[src/rtl/adex_pkg.sv]
// Shared definitions for the AdEx scheduler slice: Q8.8 reset constants and the
// scheduler state encoding.
package adex_pkg;

  localparam int Q_FRAC = 8;
  localparam logic signed [15:0] V_INIT_Q88 = 16'(-65 <<< Q_FRAC);
  localparam logic signed [15:0] W_INIT_Q88 = 16'sd0;

  typedef enum logic [1:0] {
    S_IDLE,
    S_ISSUE,
    S_WAIT,
    S_WB
  } sched_state_t;

endpackage

[src/rtl/spike_event_fifo.sv]
// Spike-event queue: DEPTH x WIDTH, head is read straight from storage so a fresh
// push is only visible the cycle after it is written (no fall-through).
module spike_event_fifo #(
  parameter int DEPTH = 4,
  parameter int WIDTH = 2
) (
  input  logic             clk,
  input  logic             reset,
  input  logic             push,
  input  logic [WIDTH-1:0] push_data,
  input  logic             pop,
  output logic [WIDTH-1:0] head,
  output logic             full,
  output logic             empty
);

  localparam int PTR_W = $clog2(DEPTH);
  localparam int CNT_W = PTR_W + 1;

  logic [WIDTH-1:0] mem [DEPTH];
  logic [PTR_W-1:0] wr_ptr;
  logic [PTR_W-1:0] rd_ptr;
  logic [CNT_W-1:0] count;
  logic             do_pop;
  logic             do_push;

  assign empty   = (count == '0);
  assign full    = (count == CNT_W'(DEPTH));
  assign do_pop  = pop && !empty;
  // A pop in the same cycle frees the slot, so a push into a full queue still lands.
  assign do_push = push && (!full || do_pop);
  assign head    = mem[rd_ptr];

  always_ff @(posedge clk) begin
    if (do_push) mem[wr_ptr] <= push_data;
  end

  always_ff @(posedge clk) begin
    if (reset) begin
      wr_ptr <= '0;
      rd_ptr <= '0;
      count  <= '0;
    end else begin
      if (do_push) wr_ptr <= wr_ptr + 1'b1;
      if (do_pop)  rd_ptr <= rd_ptr + 1'b1;
      case ({do_push, do_pop})
        2'b10:   count <= count + 1'b1;
        2'b01:   count <= count - 1'b1;
        default: count <= count;
      endcase
    end
  end

endmodule

[src/rtl/adex_core_scheduler.sv]
// Time-multiplexes one AdEx core across N_NEURONS state slots: each tick sweeps every
// slot through issue / wait / write-back and queues spiking slot indices as events.
module adex_core_scheduler
  import adex_pkg::*;
#(
  parameter int N_NEURONS  = 4,
  parameter int STATE_W    = 16,
  parameter int FIFO_DEPTH = 4,
  parameter int TIMEOUT    = 63,
  localparam int IDX_W     = $clog2(N_NEURONS)
) (
  input  logic               clk,
  input  logic               reset,
  input  logic               enable,
  input  logic               tick,
  output logic               core_start,
  output logic [IDX_W-1:0]   core_idx,
  output logic [STATE_W-1:0] core_v_in,
  output logic [STATE_W-1:0] core_w_in,
  input  logic               core_done,
  input  logic [STATE_W-1:0] core_v_out,
  input  logic [STATE_W-1:0] core_w_out,
  input  logic               core_spike,
  output logic               ev_valid,
  output logic [IDX_W-1:0]   ev_idx,
  input  logic               ev_ready,
  output logic               busy,
  output logic               sweep_done,
  output logic [2:0]         err_flags
);

  localparam int               TMO_W    = $clog2(TIMEOUT + 1);
  localparam logic [IDX_W-1:0] LAST_IDX = IDX_W'(N_NEURONS - 1);
  localparam logic [TMO_W-1:0] TMO_LAST = TMO_W'(TIMEOUT - 1);

  sched_state_t       state;
  logic [IDX_W-1:0]   idx;
  logic [TMO_W-1:0]   tmo_cnt;
  logic [STATE_W-1:0] v_slot [N_NEURONS];
  logic [STATE_W-1:0] w_slot [N_NEURONS];
  logic [STATE_W-1:0] res_v;
  logic [STATE_W-1:0] res_w;
  logic               res_spike;
  logic               res_valid;

  logic fifo_full;
  logic fifo_empty;
  logic fifo_push;
  logic fifo_pop;
  logic fifo_drop;

  assign core_idx  = idx;
  assign core_v_in = v_slot[idx];
  assign core_w_in = w_slot[idx];

  assign fifo_push = (state == S_WB) && res_valid && res_spike;
  assign fifo_pop  = ev_valid && ev_ready;
  assign fifo_drop = fifo_push && fifo_full && !fifo_pop;
  assign ev_valid  = !fifo_empty;

  spike_event_fifo #(
    .DEPTH (FIFO_DEPTH),
    .WIDTH (IDX_W)
  ) u_event_fifo (
    .clk       (clk),
    .reset     (reset),
    .push      (fifo_push),
    .push_data (idx),
    .pop       (fifo_pop),
    .head      (ev_idx),
    .full      (fifo_full),
    .empty     (fifo_empty)
  );

  always_ff @(posedge clk) begin
    if (reset) begin
      state      <= S_IDLE;
      idx        <= '0;
      tmo_cnt    <= '0;
      core_start <= 1'b0;
      busy       <= 1'b0;
      sweep_done <= 1'b0;
      err_flags  <= '0;
      res_v      <= '0;
      res_w      <= '0;
      res_spike  <= 1'b0;
      res_valid  <= 1'b0;
      for (int i = 0; i < N_NEURONS; i++) begin
        v_slot[i] <= STATE_W'(V_INIT_Q88);
        w_slot[i] <= STATE_W'(W_INIT_Q88);
      end
    end else begin
      core_start <= 1'b0;
      sweep_done <= 1'b0;
      // Ticks are never queued: any tick seen outside idle is an overrun.
      if (tick && state != S_IDLE) err_flags[0] <= 1'b1;
      if (fifo_drop)               err_flags[1] <= 1'b1;

      case (state)
        S_IDLE: begin
          if (tick && enable) begin
            idx        <= '0;
            state      <= S_ISSUE;
            core_start <= 1'b1;
            busy       <= 1'b1;
          end
        end
        S_ISSUE: begin
          tmo_cnt   <= '0;
          res_valid <= 1'b0;
          state     <= S_WAIT;
        end
        S_WAIT: begin
          if (core_done) begin
            res_v     <= core_v_out;
            res_w     <= core_w_out;
            res_spike <= core_spike;
            res_valid <= 1'b1;
            state     <= S_WB;
          end else if (tmo_cnt == TMO_LAST) begin
            err_flags[2] <= 1'b1;
            res_valid    <= 1'b0;
            state        <= S_WB;
          end else begin
            tmo_cnt <= tmo_cnt + 1'b1;
          end
        end
        S_WB: begin
          if (res_valid) begin
            v_slot[idx] <= res_v;
            w_slot[idx] <= res_w;
          end
          if (idx == LAST_IDX || !enable) begin
            sweep_done <= (idx == LAST_IDX);
            idx        <= '0;
            busy       <= 1'b0;
            state      <= S_IDLE;
          end else begin
            idx        <= idx + 1'b1;
            core_start <= 1'b1;
            state      <= S_ISSUE;
          end
        end
        default: state <= S_IDLE;
      endcase
    end
  end

endmodule
[config.mk]
export PLATFORM = sky130hd
export DESIGN_NAME = adex_core_scheduler
export DESIGN_NICKNAME = d
export VERILOG_FILES = /design/src/rtl/adex_pkg.sv /design/src/rtl/spike_event_fifo.sv /design/src/rtl/adex_core_scheduler.sv
export SDC_FILE = /design/constraint.sdc
export NUM_CORES = 1
export LEC_CHECK = 0
export CELL_PAD_IN_SITES_DETAIL_PLACEMENT = 1
export CELL_PAD_IN_SITES_GLOBAL_PLACEMENT = 1
export CORE_MARGIN = 3
export CORE_UTILIZATION = 40
export CTS_CLUSTER_DIAMETER = 40
export DETAILED_ROUTE_END_ITERATION = 8
export GPL_TIMING_DRIVEN = 0
export PLACE_DENSITY_LB_ADDON = 0.1
export SKIP_CTS_REPAIR_TIMING = 1
export SLEW_MARGIN = 25
export SYNTH_ARGS = -nofsm -noshare
export SYNTH_HDL_FRONTEND = slang
export SYNTH_HIERARCHICAL = 1
export SYNTH_SLANG_ARGS = --single-unit
[constraint.sdc]
create_clock -name clk -period 3.9 [get_ports clk]
set_input_delay 0.585 -clock clk [delete_from_list [all_inputs] [get_ports clk]]
set_output_delay 0.585 -clock clk [all_outputs]
set_load 0.005 [all_outputs]
==> results by group <==
Synthesis
  – Multiplexer area fraction after synthesis: 0.0951
  – Syn Inst Count: 633
  – Yosys cell types: 47
  – Largest family of logic cells by synthesized area: simple AND/OR/NAND/NOR gates
  – Area share of and/or/nand/nor cells after synthesis: 0.179
  – Synth warn: 6
  – Mapped Avg Cell Area: 13.2 um2
  – Top_reg_cell synth: edfxtp_1
  – Synth Net Count: 685
  – Yosys reg bits: 197
  – EDFF count, synth: 136
  – Post-synthesis async set-or-reset flop share: 0
  – Post-synthesis adder-cell area fraction: 0.0203
  – Post-Synth XOR/XNOR Area: 0.00523
  – Synth Cell Area: 8380 um2
  – Synth Area in Compound Gates: 0.0440
  – Sequential-to-total area share from yosys stat: 0.633

Die
  – # IOs: 82
  – Die ar.: 22700 um2
  – Initial Utilization: 0.410
  – Width of the chip: 151 um
  – Die height: 151 um
  – Core area: 20400 um2
  – Site row count: 52

Cells and area
  – Finished Layout Cells: 1019
  – Fraction of layout cells with a size suffix above 1: 0.128
  – Ant diodes: 0
  – Area grow syn2layout: 22.5%
  – Layout Nets: 788
  – Util after Layout: 0.502

Detailed routing
  – Starting DRT DRC Count: 275
  – Vias per cell: 5.15
  – Routed via count: 5247
  – Total wire length: 20800 um
  – Antenna Nets Post-Route: 0
  – First drt pass iteration count: 4
  – DR WL/cell: 20.4 um
  – Drt drc: 0

Clock tree
  – Clock tree buffer depth: 2
  – CTS H-tree depth: 4
  – Num CTS Buffers: 17
  – CTS clk-pin slew, worst paths: 0.07 ns
  – CTS tree: done
  – Root Buffer: clkbuf_16
  – Clock Sinks: 197
  – Clock latency at the later pin of the worst-skew pair: 0.43 ns

Worst hold path
  – Hold WC Path Type: flop to flop
  – Hold path startpoint: res_spike$_SDFFE_PP0P_
  – Hold Path Depth: 2
  – Hold Path Sink: res_spike$_SDFFE_PP0P_

Worst setup path
  – Critical path depth: 6
  – CP Max Fanout: 32
  – CP required: 3.95 ns
  – Critical Path AT: 3.24 ns
  – R2R Path Start: state[1]$_SDFFE_PP0P_
  – CP endpoint kind: flop
  – Worst reg2reg path depth: 5
  – Reg2reg setup slack: 1.00 ns
  – Cell breakdown of the critical path: clkdlybuf4s50_1, inv_1, nand3_2, nor3b_2, buf_2, or2_2
  – Kind of critical path: input pin to flop
  – CP Buf/Inv Count: 3
  – Crit-path max cell delay: 0.80 ns
  – Critical path launch point type: input pin
  – RR Endpoint: v_slot[1][9]$_SDFFCE_PN1P_
  – Max stage delay cell, worst path: or2_2
  – Top delay family on crit path: simple AND/OR/NAND/NOR gates

Global route
  – First-pass GRT wire length: 32700 um
  – Antenna violations before repair: 0
  – Gr ovfl total: 0
  – All-Layer GR Usage: 0.194
  – Vias in the first global route: 5884
  – Largest net degree at the start of global routing: 33

Placed design
  – Placed Cells incl. Taps: 986
  – Port bufs: 81
  – Post-DP HPWL: 13800 um
  – Gp weighted congestion: 0.734

Timing
  – RSZ-0062 raised after global routing: no
  – Worst Clk Skew: 0.00944 ns
  – Final Cycle Share: 0.818
  – Fin Hold WS: 0.460 ns
  – Relative slew slack: 0.340
  – # setup viols final: 0
  – Minimum clock period: 3.19 ns
  – Final Hold Viols: 0
  – Max-slew violations: 0
  – Actual slew at the worst max-slew pin: 0.991 ns
  – Achievable Freq: 313 MHz

Power
  – Cell-internal power: 3650 uW
  – Switching Share: 0.239
  – P_leak: 0.00344 uW
  – Flop pwr share: 0.499
  – Clock share of power: 0.397
  – Comb power frac: 0.104
  – Maximum vdd drop: 0.309 mV
  – Psw: 1150 uW
  – Power Dens Cells: 468 nW/um2

Job
  – # Max-Cap Violations: 0

Outcome
  – Status: finished, final reports clean
[power by group through the flow]
stage / logic [uW] / registers (uW) / clock network [uW]
after global placement: 481 / 2440 / 0
final: 497 / 2400 / 1910
after detailed placement: 502 / 2440 / 0
after floorplan: 287 / 2420 / 0
after CTS: 504 / 2400 / 1950
after global routing: 552 / 2410 / 2030
[cell usage after synthesis (12+ instances only)]
master / n / area share
clkbuf_1: 21 / 0.0094
a21oi_1: 43 / 0.026
ha_1: 12 / 0.018
mux4_2: 34 / 0.091
edfxtp_1: 136 / 0.49
nand2b_1: 25 / 0.019
dfxtp_1: 61 / 0.15
nand2_1: 73 / 0.033
nand3_1: 12 / 0.0072
and2_1: 105 / 0.078
nor2_1: 18 / 0.0081
[layer usage]
layer,wire length [um],track usage,vias to the layer above
met5,0,0,-
met4,246,0.0508,0
met3,667,0.0433,20
met2,11000,0.344,91
met1,8950,0.239,2681
li1,-,-,2455
[tightest hold or removal path, delay by kind of cell (launching register included)]
kind / cells / cell delay (ns)
AO/OA/AOI/OAI: 1 / 0.05
flip-flops: 1 / 0.31
AND/OR/NAND/NOR: 1 / 0.05
[state kept, by name, summed over array words and instances (netlist names), named ones only]
register / cells
w_slot: 64
u_event_fifo/rd_ptr: 2
res_valid: 1
busy: 1
core_idx: 2
u_event_fifo/mem: 8
u_event_fifo/count: 3
state: 2
v_slot: 64
res_w: 16
core_start: 1
res_spike: 1
sweep_done: 1
res_v: 16
u_event_fifo/wr_ptr: 2
tmo_cnt: 6
err_flags: 3
[layout by cell type (no fill, tap or decap), types with 9 or more instances in the layout]
cell and n:
dfxtp_1 61, nand2b_1 25, nand3_1 12, inv_1 11, clkbuf_16 17, clkbuf_1 23
and2_1 105, clkdlybuf4s50_1 81, nand2_1 73, nor2_1 18, ha_1 12, edfxtp_1 136
buf_2 11, a21oi_1 43, or3_1 9, mux4_2 34
[stage by stage]
step	total power (uW)	instance area (um2)	setup slack (ns)	setup TNS [ns]
3_3_place_gp	2920	9530	-2.23	-71.37
2_1_floorplan	2710	8380	0.375	0
5_1_grt	5000	10300	0.588	0
6_report	4800	10300	0.710	0
3_5_place_dp	2950	9600	0.0738	0
4_1_cts	4850	10200	0.543	0
[worst max-delay path by stage]
stage | slack [ns] | endpoint | from
after global placement | -2.23 | v_slot[3][1]$_DFFE_PP_ | state[1]$_SDFFE_PP0P_
after CTS | 0.54 | v_slot[0][10]$_SDFFCE_PN1P_ | reset
after global routing | 0.59 | w_slot[1][0]$_SDFFCE_PN0P_ | reset
after detailed placement | 0.07 | v_slot[0][1]$_SDFFCE_PN0P_ | reset
after floorplan | 0.37 | v_slot[3][0]$_DFFE_PP_ | state[1]$_SDFFE_PP0P_
final | 0.71 | v_slot[1][9]$_SDFFCE_PN1P_ | reset
[final cells by class]
type / instances / area, um2
flip-flops and latches: 197 / 5310
multi-input cells: 389 / 2890
plain buffers: 36 / 158
inverters: 11 / 41.3
well taps: 270 / 338
clock inverters: 12 / 191
clock buffers: 20 / 447
fillers: 2098 / 10200
repair buffers: 84 / 893
[cells by family after synthesis]
logic type	count (synthesis)
AND/OR/NAND/NOR	272
buffers and inverters	47
AO/OA/AOI/OAI	62
adder cells (fa/ha/maj)	13
XOR/XNOR	5
flip-flops	197
multiplexers	37
Note: power is estimated with default switching activity, not from simulation.
